File: config.mk
export PLATFORM = sky130hd
export DESIGN_NAME = vga_scan_driver
export DESIGN_NICKNAME = d
export VERILOG_FILES = /design/src/rtl/vga_pkg.sv /design/src/rtl/vga_scroll_ctrl.sv /design/src/rtl/vga_scan_driver.sv
export SDC_FILE = /design/constraint.sdc
export NUM_CORES = 1
export LEC_CHECK = 0
export ABC_CLOCK_PERIOD_IN_PS = 6900
export BUFFER_PORTS_ARGS = -buffer_cell sky130_fd_sc_hd__buf_4
export CAP_MARGIN = 15
export CELL_PAD_IN_SITES_DETAIL_PLACEMENT = 0
export CELL_PAD_IN_SITES_GLOBAL_PLACEMENT = 2
export CORE_ASPECT_RATIO = 0.6
export CORE_MARGIN = 10
export CORE_UTILIZATION = 34
export DETAILED_ROUTE_END_ITERATION = 10
export PLACE_DENSITY_LB_ADDON = 0.1
export RECOVER_POWER = 25
export SETUP_SLACK_MARGIN = 0.4
export SYNTH_ARGS = -nofsm -noshare
export SYNTH_HDL_FRONTEND = slang
export SYNTH_HIERARCHICAL = 1
export SYNTH_SLANG_ARGS = --single-unit
File: constraint.sdc
create_clock -name clk -period 6.9 [get_ports clk]
set_clock_uncertainty 0.2 [all_clocks]
set_input_delay 1.725 -clock clk [delete_from_list [all_inputs] [get_ports clk]]
set_output_delay 1.725 -clock clk [all_outputs]
set_load 0.005 [all_outputs]
File: src/rtl/vga_pkg.sv
// Shared timing, colour and width constants for the 800x600@72 VGA path.
package vga_pkg;

    localparam int COORD_W = 11;

    // 800x600@72 horizontal timing, in pixel clocks
    localparam int H_VIS  = 800;
    localparam int H_FP   = 56;
    localparam int H_SYNC = 120;
    localparam int H_BP   = 64;

    // 800x600@72 vertical timing, in lines
    localparam int V_VIS  = 600;
    localparam int V_FP   = 37;
    localparam int V_SYNC = 6;
    localparam int V_BP   = 23;

    // RGB332 colours
    localparam logic [7:0] FG_RGB = 8'hFF;
    localparam logic [7:0] BG_RGB = 8'h03;

    typedef logic [COORD_W-1:0] coord_t;

    typedef enum logic {
        SCROLL_UP   = 1'b0,
        SCROLL_DOWN = 1'b1
    } scroll_state_e;

endpackage

File: src/rtl/vga_scroll_ctrl.sv
// Logo scroll offset: bounces delt between 0 and DELT_MAX, one step per
// FRAME_DIV frame-end events, frozen while scroll_en is low.
module vga_scroll_ctrl
    import vga_pkg::*;
#(
    parameter int DELT_MAX  = 200,
    parameter int DELT_STEP = 2,
    parameter int FRAME_DIV = 1
) (
    input  logic   clk,
    input  logic   rst,
    input  logic   frame_end,
    input  logic   scroll_en,
    output coord_t delt
);

    localparam int     FDIV_W    = (FRAME_DIV > 1) ? $clog2(FRAME_DIV) : 1;
    localparam logic [FDIV_W-1:0] FDIV_LAST = FDIV_W'(FRAME_DIV - 1);
    localparam coord_t MAX_C     = coord_t'(DELT_MAX);
    localparam coord_t STEP_C    = coord_t'(DELT_STEP);

    scroll_state_e     state_q, state_d;
    coord_t            delt_q, delt_d;
    logic [FDIV_W-1:0] fdiv_q, fdiv_d;
    coord_t            delt_up;

    // Next offset / direction; everything holds unless an enabled frame end arrives
    always_comb begin
        state_d = state_q;
        delt_d  = delt_q;
        fdiv_d  = fdiv_q;
        delt_up = delt_q + STEP_C;
        if (frame_end && scroll_en) begin
            if (fdiv_q == FDIV_LAST) begin
                fdiv_d = '0;
                case (state_q)
                    SCROLL_UP: begin
                        if (delt_up >= MAX_C) begin
                            delt_d  = MAX_C;
                            state_d = SCROLL_DOWN;
                        end else begin
                            delt_d = delt_up;
                        end
                    end
                    SCROLL_DOWN: begin
                        if (delt_q <= STEP_C) begin
                            delt_d  = '0;
                            state_d = SCROLL_UP;
                        end else begin
                            delt_d = delt_q - STEP_C;
                        end
                    end
                    default: state_d = SCROLL_UP;
                endcase
            end else begin
                fdiv_d = fdiv_q + 1'b1;
            end
        end
    end

    // State, offset and divider registers
    always_ff @(posedge clk) begin
        if (rst) begin
            state_q <= SCROLL_UP;
            delt_q  <= '0;
            fdiv_q  <= '0;
        end else begin
            state_q <= state_d;
            delt_q  <= delt_d;
            fdiv_q  <= fdiv_d;
        end
    end

    assign delt = delt_q;

endmodule

File: src/rtl/vga_scan_driver.sv
// VGA raster scan: stage-0 h/v counters drive x/y/delt to the painters,
// stage-1 registers turn the returned hit into aligned rgb/de/hsync/vsync.
module vga_scan_driver
    import vga_pkg::*;
#(
    parameter int   H_VIS_P   = H_VIS,
    parameter int   H_FP_P    = H_FP,
    parameter int   H_SYNC_P  = H_SYNC,
    parameter int   H_BP_P    = H_BP,
    parameter int   V_VIS_P   = V_VIS,
    parameter int   V_FP_P    = V_FP,
    parameter int   V_SYNC_P  = V_SYNC,
    parameter int   V_BP_P    = V_BP,
    parameter logic SYNC_POL  = 1'b1,
    parameter int   DELT_MAX  = 200,
    parameter int   DELT_STEP = 2,
    parameter int   FRAME_DIV = 1
) (
    input  logic               clk,
    input  logic               rst,
    input  logic               scroll_en,
    input  logic               hit,
    output logic [COORD_W-1:0] x,
    output logic [COORD_W-1:0] y,
    output logic [COORD_W-1:0] delt,
    output logic [7:0]         rgb,
    output logic               hsync,
    output logic               vsync,
    output logic               de
);

    localparam coord_t H_VIS_C  = coord_t'(H_VIS_P);
    localparam coord_t HS_BEG_C = coord_t'(H_VIS_P + H_FP_P);
    localparam coord_t HS_END_C = coord_t'(H_VIS_P + H_FP_P + H_SYNC_P);
    localparam coord_t H_LAST_C = coord_t'(H_VIS_P + H_FP_P + H_SYNC_P + H_BP_P - 1);
    localparam coord_t V_VIS_C  = coord_t'(V_VIS_P);
    localparam coord_t VS_BEG_C = coord_t'(V_VIS_P + V_FP_P);
    localparam coord_t VS_END_C = coord_t'(V_VIS_P + V_FP_P + V_SYNC_P);
    localparam coord_t V_LAST_C = coord_t'(V_VIS_P + V_FP_P + V_SYNC_P + V_BP_P - 1);

    coord_t     h_cnt_q, h_cnt_d, v_cnt_q, v_cnt_d;
    logic [7:0] rgb_q, rgb_d;
    logic       de_q, de_d, hsync_q, hsync_d, vsync_q, vsync_d;
    logic       active, frame_end;

    // Raster counters: column wraps every line, line wraps every frame
    always_comb begin
        h_cnt_d   = h_cnt_q + 1'b1;
        v_cnt_d   = v_cnt_q;
        frame_end = (h_cnt_q == H_LAST_C) && (v_cnt_q == V_LAST_C);
        if (h_cnt_q == H_LAST_C) begin
            h_cnt_d = '0;
            v_cnt_d = (v_cnt_q == V_LAST_C) ? '0 : v_cnt_q + 1'b1;
        end
    end

    // Stage-1 pixel/sync values from the current counters and painter hit
    always_comb begin
        active  = (h_cnt_q < H_VIS_C) && (v_cnt_q < V_VIS_C);
        de_d    = active;
        rgb_d   = active ? (hit ? FG_RGB : BG_RGB) : 8'h00;
        hsync_d = ((h_cnt_q >= HS_BEG_C) && (h_cnt_q < HS_END_C)) ? SYNC_POL : !SYNC_POL;
        vsync_d = ((v_cnt_q >= VS_BEG_C) && (v_cnt_q < VS_END_C)) ? SYNC_POL : !SYNC_POL;
    end

    // Counter and output registers
    always_ff @(posedge clk) begin
        if (rst) begin
            h_cnt_q <= '0;
            v_cnt_q <= '0;
            rgb_q   <= '0;
            de_q    <= 1'b0;
            hsync_q <= !SYNC_POL;
            vsync_q <= !SYNC_POL;
        end else begin
            h_cnt_q <= h_cnt_d;
            v_cnt_q <= v_cnt_d;
            rgb_q   <= rgb_d;
            de_q    <= de_d;
            hsync_q <= hsync_d;
            vsync_q <= vsync_d;
        end
    end

    vga_scroll_ctrl #(
        .DELT_MAX  (DELT_MAX),
        .DELT_STEP (DELT_STEP),
        .FRAME_DIV (FRAME_DIV)
    ) u_scroll (
        .clk       (clk),
        .rst       (rst),
        .frame_end (frame_end),
        .scroll_en (scroll_en),
        .delt      (delt)
    );

    assign x     = h_cnt_q;
    assign y     = v_cnt_q;
    assign rgb   = rgb_q;
    assign de    = de_q;
    assign hsync = hsync_q;
    assign vsync = vsync_q;

endmodule

==> run_results.csv <==
group,metric,value,unit
timing,drv_slew,0,
logic_synthesis,yosysTopAreaCellShare,33.55,%
placed_design,pre_cts_ws,3812,ps
routing,via_count,2175,
clock_network,htree_levels,2,
placed_design,dp.cells,388,
timing,rsz0062_at_grt,"no",
routing,routed_via_density,5.492,
finish,final_core_util,43.58,%
worst_setup_path,r2r_cells,7,
floorplanning,rows,22,
routing,drt-met1-wl,3.626,mm
pwr,p_per_area,177.3,nW/um2
logic_synthesis,synth_ff_type,"dfxtp_1",
pwr,vdd_drop_max,0.00008171,V
routing,drt_iter0_markers,153,
floorplanning,dieArea,10440,um2
timing,max_freq,0.3031,GHz
worst_setup_path,worst_setup_path_end_kind,"register",
floorplanning,die_y,83.26,um
finish,n_antenna_cell,0,
global_route,antenna_found_initial,0,
logic_synthesis,synth_seq_area_share,33.55,%
logic_synthesis,yosysWarnings,6,
placed_design,port-buffer-count,46,
global_route,grt_pass1_wl,10.58,mm
logic_synthesis,synth_most_common_cell,"dfxtp_1",
logic_synthesis,synth.avg_cell_area,8.068,um2
logic_synthesis,synth_area_leaders,"dfxtp_1 34%, nor2_1 5.5%, xnor2_1 5.4%",
global_route,grt_pass1_vias,1958,
worst_setup_path,cp.arrival,3260,ps
routing,wl_per_cell,16.87,um
timing,setup_violations,0,
timing,whs,296.6,ps
routing,highest_layer,"met4",
logic_synthesis,syn-cell-area,2267,um2
worst_setup_path,worst-path-max-fanout,20,
worst_setup_path,crit_required,6870,ps
routing,wl_met3,512,um
logic_synthesis,synth_seq_cells,38,
clock_network,cts_sinks,38,
worst_setup_path,cp-start-kind,"input port",
worst_setup_path,crit_type,"input port to register",
worst_setup_path,r2r-start,"x[5]",
outcome,status,"finished clean",
clock_network,cts_tree,"built",
finish,drive_gt1_share,19.87,%
worst_setup_path,endpoint,"y[4]",
routing,dr.pass1.iters,4,
pwr,leakagePower,1.035,nW
logic_synthesis,synth_area_leader_cell,"dfxtp_1",
floorplanning,die_w,125.4,um
timing,tns,0,ps
finish,final_cell_count_no_fill,396,
clock_network,clock_latency,300,ps
routing,drtAntennaViolNets,0,
timing,fin_ws,3601,ps
finish,layout.nets,322,
hold_path,hold_path_class,"register to register",
routing,routed_wl,6.679,mm
timing,hold_violations,0,
worst_setup_path,rrSetupSlack,4070,ps
timing,worst_pin_slew,962.2,ps
global_route,track_usage,12.20,%
global_route,grt_max_degree,21,
logic_synthesis,syn-num-nets,292,
flow_run,max-cap-violations,0,
finish,area_growth,20.64,%
clock_network,postCtsSetupRepairBufs,0,
finish,n_fill_cell,646,
clock_network,clk_pin_slew,80,ps
floorplanning,initial_core_util,36.12,%
worst_setup_path,cp-startpoint,"rst",
placed_design,dpl.hpwl,5.029,mm
clock_network,cts_hold_buffers,0,
floorplanning,io_pins,48,
clock_network,cts_resized,0,
timing,slew_headroom,35.85,%
floorplanning,core,6276,um2
clock_network,cts_inserted_buffers,5,
logic_synthesis,synth_edf_count,0,
placed_design,place_congestion,0.8659,
global_route,overflow,0,
routing,drc,0,
worst_setup_path,worstReg2RegEnd,"u_scroll/delt[4]",
logic_synthesis,synth.distinct_cells,51,
routing,wl_met2,2.501,mm
clock_network,cts_root_buf,"clkbuf_8",
timing,min_period_over_period,47.81,%
logic_synthesis,synthArstFlopShare,0,%
logic_synthesis,synthCells,281,
timing,fin_crit,3299,ps
clock_network,cts_buffer_depth,2,
logic_synthesis,yosys-top-cells-count,"38 x dfxtp_1, 33 x nor2_1, 19 x a21oi_1, 15 x nand2_1",
## critical path, stage by stage
cell and delay [ps]:
clkbuf_1 700, inv_1 360, o21ai_0 380, nor2_1 100
## kinds of logic after synthesis
| family | Yosys count | share of synthesized area [%] |
|---|---|---|
| and+or+nand+nor | 116 | 27.98 |
| AOI/OAI and AO/OA | 63 | 19.37 |
| DFF | 38 | 33.55 |
| buffers and inverters | 37 | 7.670 |
| xor gates and xnor gates | 18 | 6.954 |
| adders and majority gates | 7 | 3.863 |
| other | 1 | 0.1654 |
| muxes | 1 | 0.4415 |
## power breakdown
group          internal [mW]  total (mW)  leakage (nW)  switching (mW)
Sequential             0.221       0.224         0.308         0.00283
Clock                  0.154       0.243        0.0714          0.0885
Combinational        0.00849      0.0178         0.656         0.00935
## worst min-delay path by stage
stage / from / endpoint / slack (ps) / depth (start not counted)
finish: x[0] / x[0] / 300 / 1
floorplan: x[0] / x[0] / 260 / 1
global route: x[0] / x[0] / 350 / 1
global placement: x[0] / x[0] / 270 / 1
CTS: x[0] / x[0] / 300 / 1
detailed placement: x[0] / x[0] / 280 / 1
## metrics by stage
stage	instance area [um2]	power (mW)
6_report	2735	0.4850
5_1_grt	2735	0.4987
4_1_cts	2739	0.4891
3_5_place_dp	2596	0.2477
3_3_place_gp	2596	0.2477
2_1_floorplan	2267	0.2394
## per-layer routing
layer	global-route usage [%]	vias to the layer above
li1	-	1086
met1	18.62	1017
met2	15.16	66
met3	3.997	6
met4	3.313	0
met5	0	-
## layout make-up
type	instances	area, um2	area share, %
flip-flops and latches	38	760.7	27.81
inverters	14	52.55	1.921
clock inverters	2	60.06	2.196
clock buffers	6	82.58	3.019
multi-input cells	206	1333	48.72
repair buffers	46	341.6	12.49
well taps	84	105.1	3.843
## cell usage in the layout (no fill, tap or decap), types with 2 or more instances in the layout
cell        n
o21ai_1     2
a21o_1      2
nand3_1    11
nand4b_1    2
buf_4      45
a211o_1     2
nand3_2     2
nor4_1      9
and4_1      2
xnor2_1    14
a311oi_1    2
nor3_1      9
or4_1       7
bufinv_16   2
a31oi_1     2
and3_1      4
dfxtp_1    38
nor3b_1     2
clkbuf_8    6
ha_1        7
xor2_1      4
o41ai_1     3
o21a_1      3
or3_1       5
o21ai_0     8
or4_4       2
inv_1      14
a21oi_1    19
o211ai_1    3
and2_1      2
nand2_1    15
a211oi_1    3
nor2_1     33
nand4_1     7
o31ai_1     5
## registers in the layout, indices dropped and copies added, names as in the netlist
| register | cells |
|---|---|
| u_scroll/delt | 10 |
| rgb | 2 |
| y | 11 |
| u_scroll/state_q | 1 |
| de | 1 |
| vsync | 1 |
| x | 11 |
| hsync | 1 |
Power figures use the tool's default switching activity.
